$ cat config.mk
export PLATFORM = sky130hd
export DESIGN_NAME = pc_gen_flat
export DESIGN_NICKNAME = d
export VERILOG_FILES = /design/src/rtl/pc_gen_if.sv /design/src/rtl/pc_gen.sv /design/src/flat_wrapper.sv
export SDC_FILE = /design/constraint.sdc
export NUM_CORES = 2
export LEC_CHECK = 0
export BUFFER_PORTS_ARGS = -buffer_cell sky130_fd_sc_hd__buf_2
export CORE_UTILIZATION = 67
export CTS_CLUSTER_DIAMETER = 80
export CTS_CLUSTER_SIZE = 8
export DETAILED_ROUTE_END_ITERATION = 6
export GPL_ROUTABILITY_DRIVEN = 0
export PLACE_DENSITY = 0.82
export SLEW_MARGIN = 0
export SYNTH_ARGS = -nofsm -noshare
export SYNTH_HDL_FRONTEND = slang
export SYNTH_SLANG_ARGS = --single-unit
$ cat constraint.sdc
create_clock -name clk -period 60 [get_ports clk]
set_input_delay 6 -clock clk [delete_from_list [all_inputs] [get_ports clk]]
set_output_delay 6 -clock clk [all_outputs]
set_load 0.03 [all_outputs]
$ cat src/rtl/pc_gen_if.sv
// Signal bundle between the fetch-PC generator and the rest of the pipeline.
// The slave side (pc_gen) consumes the hazard, exception, ID-jump and EX-resolution
// inputs, and it produces the fetch PC, the BTB prediction and the flush strobes.
//
// Qualifier semantics: there is no ready path. id_jump_i is accepted only in a
// cycle where stall_i is low; if it is refused, ID presents it again. The ex_*
// fields have meaning only while ex_valid_i is high. The outputs are valid in
// every cycle, and the flush strobes apply to the cycle in which they are high.
interface pc_gen_if #(
    parameter int AW = 32
);
    logic          stall_i;
    logic          exc_i;
    logic          id_jump_i;
    logic [AW-1:0] id_target_i;
    logic          ex_valid_i;
    logic [2:0]    ex_br_type_i;
    logic          ex_zero_i;
    logic          ex_neg_i;
    logic [AW-1:0] ex_pc_i;
    logic [AW-1:0] ex_target_i;
    logic          ex_pred_taken_i;
    logic [AW-1:0] ex_pred_target_i;
    logic [AW-1:0] pc_o;
    logic          pred_taken_o;
    logic [AW-1:0] pred_target_o;
    logic          flush_o;
    logic          flush_if_o;
    logic [15:0]   mispredict_cnt_o;

    modport master (
        output stall_i, exc_i, id_jump_i, id_target_i, ex_valid_i, ex_br_type_i,
               ex_zero_i, ex_neg_i, ex_pc_i, ex_target_i, ex_pred_taken_i, ex_pred_target_i,
        input  pc_o, pred_taken_o, pred_target_o, flush_o, flush_if_o, mispredict_cnt_o
    );

    modport slave (
        input  stall_i, exc_i, id_jump_i, id_target_i, ex_valid_i, ex_br_type_i,
               ex_zero_i, ex_neg_i, ex_pc_i, ex_target_i, ex_pred_taken_i, ex_pred_target_i,
        output pc_o, pred_taken_o, pred_target_o, flush_o, flush_if_o, mispredict_cnt_o
    );
endinterface

$ cat src/rtl/pc_gen.sv
// Next-PC generator for the 5-stage MIPS pipeline. This module owns the fetch PC.
// It predicts with a direct-mapped BTB that holds 2-bit counters, it resolves
// branches in EX, it recovers from mispredicts, and it counts mispredicts with
// a saturating counter.
module pc_gen #(
    parameter int            AW          = 32,
    parameter logic [AW-1:0] RESET_PC    = 32'h0000_3000,
    parameter logic [AW-1:0] EXC_PC      = 32'h0000_4180,
    parameter int            BTB_ENTRIES = 16
) (
    input  logic     clk,
    input  logic     rst,
    pc_gen_if.slave  bus
);
    localparam int IDX = $clog2(BTB_ENTRIES);
    localparam int TW  = AW - IDX - 2;

    localparam logic [2:0] BR_BEQ  = 3'b001;
    localparam logic [2:0] BR_BNE  = 3'b010;
    localparam logic [2:0] BR_BLEZ = 3'b011;
    localparam logic [2:0] BR_BGTZ = 3'b100;
    localparam logic [2:0] BR_BLTZ = 3'b101;
    localparam logic [2:0] BR_BGEZ = 3'b110;
    localparam logic [2:0] BR_JR   = 3'b111;

    logic [AW-1:0] pc_q;
    logic [AW-1:0] pc_next;
    logic [15:0]   cnt_q;

    logic          btb_valid  [BTB_ENTRIES];
    logic [TW-1:0] btb_tag    [BTB_ENTRIES];
    logic [AW-1:0] btb_target [BTB_ENTRIES];
    logic [1:0]    btb_ctr    [BTB_ENTRIES];

    logic [IDX-1:0] f_idx;
    logic           f_hit;
    logic [IDX-1:0] u_idx;
    logic [TW-1:0]  u_tag;
    logic           u_hit;
    logic           is_branch;
    logic           actual_taken;
    logic           mispredict;
    logic           btb_upd;
    logic           unused_lsbs;

    // The two low PC bits are always zero on word-aligned fetch, so they never index or tag the BTB.
    assign unused_lsbs = ^{pc_q[1:0], bus.ex_pc_i[1:0]};

    // Fetch-time lookup on the current PC. It reads the pre-update contents of the BTB.
    assign f_idx             = pc_q[IDX+1:2];
    assign f_hit             = btb_valid[f_idx] && (btb_tag[f_idx] == pc_q[AW-1:IDX+2]);
    assign bus.pc_o          = pc_q;
    assign bus.pred_taken_o  = f_hit && btb_ctr[f_idx][1];
    assign bus.pred_target_o = f_hit ? btb_target[f_idx] : '0;

    // EX-stage lookup, done at the PC of the resolving instruction.
    assign u_idx = bus.ex_pc_i[IDX+1:2];
    assign u_tag = bus.ex_pc_i[AW-1:IDX+2];
    assign u_hit = btb_valid[u_idx] && (btb_tag[u_idx] == u_tag);

    // Branch condition evaluated from the ALU flags.
    always_comb begin
        actual_taken = 1'b0;
        case (bus.ex_br_type_i)
            BR_BEQ:  actual_taken = bus.ex_zero_i;
            BR_BNE:  actual_taken = !bus.ex_zero_i;
            BR_BLEZ: actual_taken = bus.ex_neg_i || bus.ex_zero_i;
            BR_BGTZ: actual_taken = !bus.ex_neg_i && !bus.ex_zero_i;
            BR_BLTZ: actual_taken = bus.ex_neg_i;
            BR_BGEZ: actual_taken = !bus.ex_neg_i;
            BR_JR:   actual_taken = 1'b1;
            default: actual_taken = 1'b0;
        endcase
    end

    assign is_branch  = bus.ex_valid_i && (bus.ex_br_type_i != 3'b000);
    assign mispredict = is_branch &&
                        ((actual_taken != bus.ex_pred_taken_i) ||
                         (actual_taken && (bus.ex_target_i != bus.ex_pred_target_i)));
    assign btb_upd    = is_branch && !bus.exc_i;

    // A redirect from EX or from an exception kills both IF and ID. An accepted ID jump kills only IF.
    assign bus.flush_o    = bus.exc_i || mispredict;
    assign bus.flush_if_o = bus.flush_o || (bus.id_jump_i && !bus.stall_i);

    // Next-PC selection in priority order. Exception and mispredict redirects override a stall.
    always_comb begin
        pc_next = pc_q + AW'(4);
        if (bus.exc_i)
            pc_next = EXC_PC;
        else if (mispredict)
            pc_next = actual_taken ? bus.ex_target_i : bus.ex_pc_i + AW'(4);
        else if (bus.id_jump_i && !bus.stall_i)
            pc_next = bus.id_target_i;
        else if (bus.stall_i)
            pc_next = pc_q;
        else if (bus.pred_taken_o)
            pc_next = bus.pred_target_o;
    end

    // Fetch PC register and the saturating mispredict counter.
    always_ff @(posedge clk or posedge rst) begin
        if (rst) begin
            pc_q  <= RESET_PC;
            cnt_q <= '0;
        end else begin
            pc_q <= pc_next;
            if (mispredict && !bus.exc_i && (cnt_q != 16'hFFFF))
                cnt_q <= cnt_q + 16'd1;
        end
    end

    assign bus.mispredict_cnt_o = cnt_q;

    // BTB training from EX. This runs even under a stall, but it is suppressed in a cycle that takes an exception.
    always_ff @(posedge clk or posedge rst) begin
        if (rst) begin
            for (int i = 0; i < BTB_ENTRIES; i++) begin
                btb_valid[i]  <= 1'b0;
                btb_tag[i]    <= '0;
                btb_target[i] <= '0;
                btb_ctr[i]    <= 2'b01;
            end
        end else if (btb_upd) begin
            if (u_hit) begin
                if (actual_taken) begin
                    if (btb_ctr[u_idx] != 2'b11)
                        btb_ctr[u_idx] <= btb_ctr[u_idx] + 2'b01;
                    btb_target[u_idx] <= bus.ex_target_i;
                end else if (btb_ctr[u_idx] != 2'b00) begin
                    btb_ctr[u_idx] <= btb_ctr[u_idx] - 2'b01;
                end
            end else if (actual_taken) begin
                btb_valid[u_idx]  <= 1'b1;
                btb_tag[u_idx]    <= u_tag;
                btb_target[u_idx] <= bus.ex_target_i;
                btb_ctr[u_idx]    <= 2'b10;
            end
        end
    end
endmodule

$ cat src/flat_wrapper.sv
// flat-port wrapper written by rule: the top's interface ports become plain ports
module pc_gen_flat 
#(
    parameter int            AW          = 32,
    parameter logic [AW-1:0] RESET_PC    = 32'h0000_3000,
    parameter logic [AW-1:0] EXC_PC      = 32'h0000_4180,
    parameter int            BTB_ENTRIES = 16
)
  (clk, rst, bus_stall_i, bus_exc_i, bus_id_jump_i, bus_id_target_i, bus_ex_valid_i, bus_ex_br_type_i, bus_ex_zero_i, bus_ex_neg_i, bus_ex_pc_i, bus_ex_target_i, bus_ex_pred_taken_i, bus_ex_pred_target_i, bus_pc_o, bus_pred_taken_o, bus_pred_target_o, bus_flush_o, bus_flush_if_o, bus_mispredict_cnt_o);
  pc_gen_if #(.AW(AW)) bus_i ();
  input  logic clk;
  input  logic rst;
  input wire logic [$bits(bus_i.stall_i)-1:0] bus_stall_i;
  input wire logic [$bits(bus_i.exc_i)-1:0] bus_exc_i;
  input wire logic [$bits(bus_i.id_jump_i)-1:0] bus_id_jump_i;
  input wire logic [$bits(bus_i.id_target_i)-1:0] bus_id_target_i;
  input wire logic [$bits(bus_i.ex_valid_i)-1:0] bus_ex_valid_i;
  input wire logic [$bits(bus_i.ex_br_type_i)-1:0] bus_ex_br_type_i;
  input wire logic [$bits(bus_i.ex_zero_i)-1:0] bus_ex_zero_i;
  input wire logic [$bits(bus_i.ex_neg_i)-1:0] bus_ex_neg_i;
  input wire logic [$bits(bus_i.ex_pc_i)-1:0] bus_ex_pc_i;
  input wire logic [$bits(bus_i.ex_target_i)-1:0] bus_ex_target_i;
  input wire logic [$bits(bus_i.ex_pred_taken_i)-1:0] bus_ex_pred_taken_i;
  input wire logic [$bits(bus_i.ex_pred_target_i)-1:0] bus_ex_pred_target_i;
  output wire logic [$bits(bus_i.pc_o)-1:0] bus_pc_o;
  output wire logic [$bits(bus_i.pred_taken_o)-1:0] bus_pred_taken_o;
  output wire logic [$bits(bus_i.pred_target_o)-1:0] bus_pred_target_o;
  output wire logic [$bits(bus_i.flush_o)-1:0] bus_flush_o;
  output wire logic [$bits(bus_i.flush_if_o)-1:0] bus_flush_if_o;
  output wire logic [$bits(bus_i.mispredict_cnt_o)-1:0] bus_mispredict_cnt_o;
  assign bus_i.stall_i = bus_stall_i;
  assign bus_i.exc_i = bus_exc_i;
  assign bus_i.id_jump_i = bus_id_jump_i;
  assign bus_i.id_target_i = bus_id_target_i;
  assign bus_i.ex_valid_i = bus_ex_valid_i;
  assign bus_i.ex_br_type_i = bus_ex_br_type_i;
  assign bus_i.ex_zero_i = bus_ex_zero_i;
  assign bus_i.ex_neg_i = bus_ex_neg_i;
  assign bus_i.ex_pc_i = bus_ex_pc_i;
  assign bus_i.ex_target_i = bus_ex_target_i;
  assign bus_i.ex_pred_taken_i = bus_ex_pred_taken_i;
  assign bus_i.ex_pred_target_i = bus_ex_pred_target_i;
  assign bus_pc_o = bus_i.pc_o;
  assign bus_pred_taken_o = bus_i.pred_taken_o;
  assign bus_pred_target_o = bus_i.pred_target_o;
  assign bus_flush_o = bus_i.flush_o;
  assign bus_flush_if_o = bus_i.flush_if_o;
  assign bus_mispredict_cnt_o = bus_i.mispredict_cnt_o;
  pc_gen #(.AW(AW), .RESET_PC(RESET_PC), .EXC_PC(EXC_PC), .BTB_ENTRIES(BTB_ENTRIES)) u_core (.clk(clk), .rst(rst), .bus(bus_i));
endmodule
==> results.cfg <==
[outcome]
status = finished, final reports clean

[worst_setup_path]
cp-end-kind = output pin
worst_ep_arrival_time_ps = 8810
cpLargestDelayFamily = buffers and inverters
worstSetupStartpointType = input port
critical_path_required_ps = 54000
path_class = in2out
slowest_stage = inv_1
crit_chain = buf_2 -> mux2_2 -> o22ai_1 -> a31oi_4 -> buf_4 -> nand4_1 -> o21ai_2 -> buf_4 -> nor2b_1 -> inv_1 -> buf_2
max_stage_delay_ps = 690
crit_fanout = 24
crit_buf_inv = 5
crit_start = bus_ex_zero_i
r2r-start = u_core.bus.pc_o[3]

[sta]
hold_viol_final = 0
rsz0062_at_grt = false
finClkSkew_ps = 43.21
max_slew_margin_pct = 9.966
setup_viol = 0
fmax_mhz = 67.53
worst_hold_slack_ps = 485.4
fin_setup_tns_ps = 0
slew_violations = 0
finalCritPeriodShare_pct = 24.68
min_period_ps = 14810
tightest_slew_ps = 1346

[placed_design]
io_buffers = 222
hpwl_mm = 98.38

[cells_and_area]
final_nets = 4020
regArea_um2 = 25660
multiInputGateArea_um2 = 26500
drive_above_1_share_pct = 43.37
synthToLayoutAreaGrowth_pct = 9.805
fill_cells = 4855

[clock_network]
cts_root_buf = clkbuf_16
postCtsHoldBufs = 0
cts.path.max_buffers = 3
cts_sinks = 1024
h-tree-depth = 4
cts_setup_buffers = 0
cts_tree = built
cts_inserted_buffers = 146
path_clk_slew_ps = 50
ctsResizeCount = 0
clkLatencyLatePin_ps = 770

[power_and_ir_drop]
pwr-share-clk_pct = 37.7
switching_share_pct = 28.59
combPwrFrac_pct = 18.7
p_int_mw = 1.417
vdd_drop_max_uv = 30.00
powerDensity_nw_per_um2 = 33.46
leakagePower_nw = 26.96
seq_power_share_pct = 43.6
power.switching_uw = 567.5

[synth]
synth_flop_cell = dfrtp_1
syn_nets = 3975
ys_async_sr_fraction_pct = 100.0
synth_area_leaders = dfrtp_1 (47%), mux2_2 (17%), mux4_2 (14%), mux2_1 (4.0%), mux2i_1 (2.7%)
synth_cell_types = 76
ys_ff_latch = 1024
synthesis.area_um2 = 54020
synth.most_common_cell = dfrtp_1
ys_seq_area_share_pct = 47.48
synthCells = 3827
synth_largest_area_cell = dfrtp_1
yosysTopAreaCellShare_pct = 46.61
synth_edf_count = 0
ys_warn_count = 0
synthTopCellsByCount = dfrtp_1 (1006), mux2_2 (809), mux4_2 (337), clkbuf_1 (224), mux2_1 (190)
post_synth.cell_area_avg_um2 = 14.11

[global_routing]
grtUsageMet3_pct = 13.95
grtUsageMet2_pct = 60.10
track_usage_pct = 41.06
global_route.usage.met1_pct = 54.19
grt_max_degree = 175
first_global_vias = 37010
grt_pass1_wl_mm = 244.3
grt.busiest_layer = met2
overflow = 0
antenna_found_initial = 22

[floorplanning]
fp.dieW_um = 285.9
die_area_um2 = 81760
rows = 103
die_h_um = 285.9
core_um2 = 79390
io_pins = 223
start_util_pct = 68.04

[route]
first_iter_violations = 4461
drt-total-wl_mm = 164.0
dr_total_vias = 36520
vias_per_cell = 7.354
wl_per_cell_um = 33.03
drt_first_pass_iters = 6
ant_nets = 0
drc_errors = 0

[job]
maxCapViolations = 0

[min_path]
hold_start = u_core.bus.mispredict_cnt_o[5]
hold_class = reg2reg
[cell type report]
class | instances | share of cell area [%]
Sequential cell | 1024 | 43.26
Timing Repair Buffer | 291 | 2.808
Clock buffer | 171 | 6.371
Tap cell | 1050 | 2.215
Inverter | 35 | 0.2363
Clock inverter | 13 | 0.4071
Multi-Input combinational cell | 2374 | 44.67
Antenna cell | 7 | 0.02953
[final timing paths]
path,end,slack [ps],cells after the start
setup / recovery,bus_flush_o,45190,11
hold / removal,u_core.bus.mispredict_cnt_o[5],490,1
setup reg to reg,u_core.bus.pc_o[27],52910,14
hold reg to reg,u_core.bus.mispredict_cnt_o[5],490,1
max in group asynchronous,u_core.btb_target[389],51400,5
min in group asynchronous,u_core.btb_target[276],5380,2
[power groups by stage]
stage	sequential, mW	combinational [mW]	clock [mW]
detailed placement	0.870	0.363	0
floorplan	0.850	0.272	0
finish	0.866	0.371	0.748
global placement	0.863	0.354	0
global route	0.875	0.389	0.781
CTS	0.861	0.366	0.750
[per-layer routing]
metal / wire, µm / up-vias
li1: - / 14390
met1: 60330 / 19090
met2: 73440 / 2412
met3: 20130 / 590
met4: 9912 / 32
met5: 202 / -
[cell usage in the layout, fill, tap and decap left out, types with 9 or more instances in the layout]
| cell type | count |
|---|---|
| nor2_1 | 58 |
| mux2i_1 | 144 |
| o22ai_1 | 26 |
| and2_1 | 50 |
| xor2_1 | 68 |
| nand3_1 | 42 |
| a2111oi_0 | 12 |
| mux4_2 | 337 |
| dfrtp_1 | 1002 |
| clkbuf_1 | 23 |
| mux2_2 | 809 |
| o211ai_1 | 20 |
| clkbuf_16 | 147 |
| a22oi_1 | 36 |
| a211oi_1 | 23 |
| dfstp_2 | 18 |
| nor2b_1 | 13 |
| a211oi_2 | 11 |
| a22o_1 | 14 |
| nand2_1 | 88 |
| a21oi_1 | 49 |
| a31oi_1 | 17 |
| a221oi_1 | 15 |
| o21ai_0 | 24 |
| buf_2 | 220 |
| nand4_1 | 17 |
| mux2_1 | 190 |
| and3_2 | 15 |
| nand2b_1 | 25 |
| nor3_1 | 27 |
| nor4_1 | 17 |
| buf_4 | 68 |
| and3_1 | 11 |
| inv_1 | 30 |
| nand2_8 | 9 |
| xnor2_1 | 86 |
[sequential cells by signal (all words and copies together), names as in the netlist]
signal and cells:
u_core.btb_ctr 32, u_core.btb_tag 416, u_core.btb_target 512, u_core.btb_valid 16, u_core.bus.mispredict_cnt_o 16, u_core.bus.pc_o 32
[through the flow]
stage          std cells  setup slack, ps  total power, mW  util [%]  area [µm²]
4_1_cts             4958            45310            1.977     74.69       59290
3_5_place_dp        4774            45320            1.232     69.63       55270
6_report            4965            45190            1.985     74.71       59310
3_3_place_gp        4774            45380            1.217     69.63       55270
5_1_grt             4960            45130            2.045     74.70       59300
2_1_floorplan       3827            25210            1.121         -       54020
[logic make-up after synthesis]
kind of cell,synth area share [%]
xor+xnor,2.497
compound gates,4.248
simple gates,4.401
buf+inv,3.641
fa+ha+maj,0.1853
flops,47.48
mux,37.55
No activity file was read; power rests on OpenSTA's default activity.
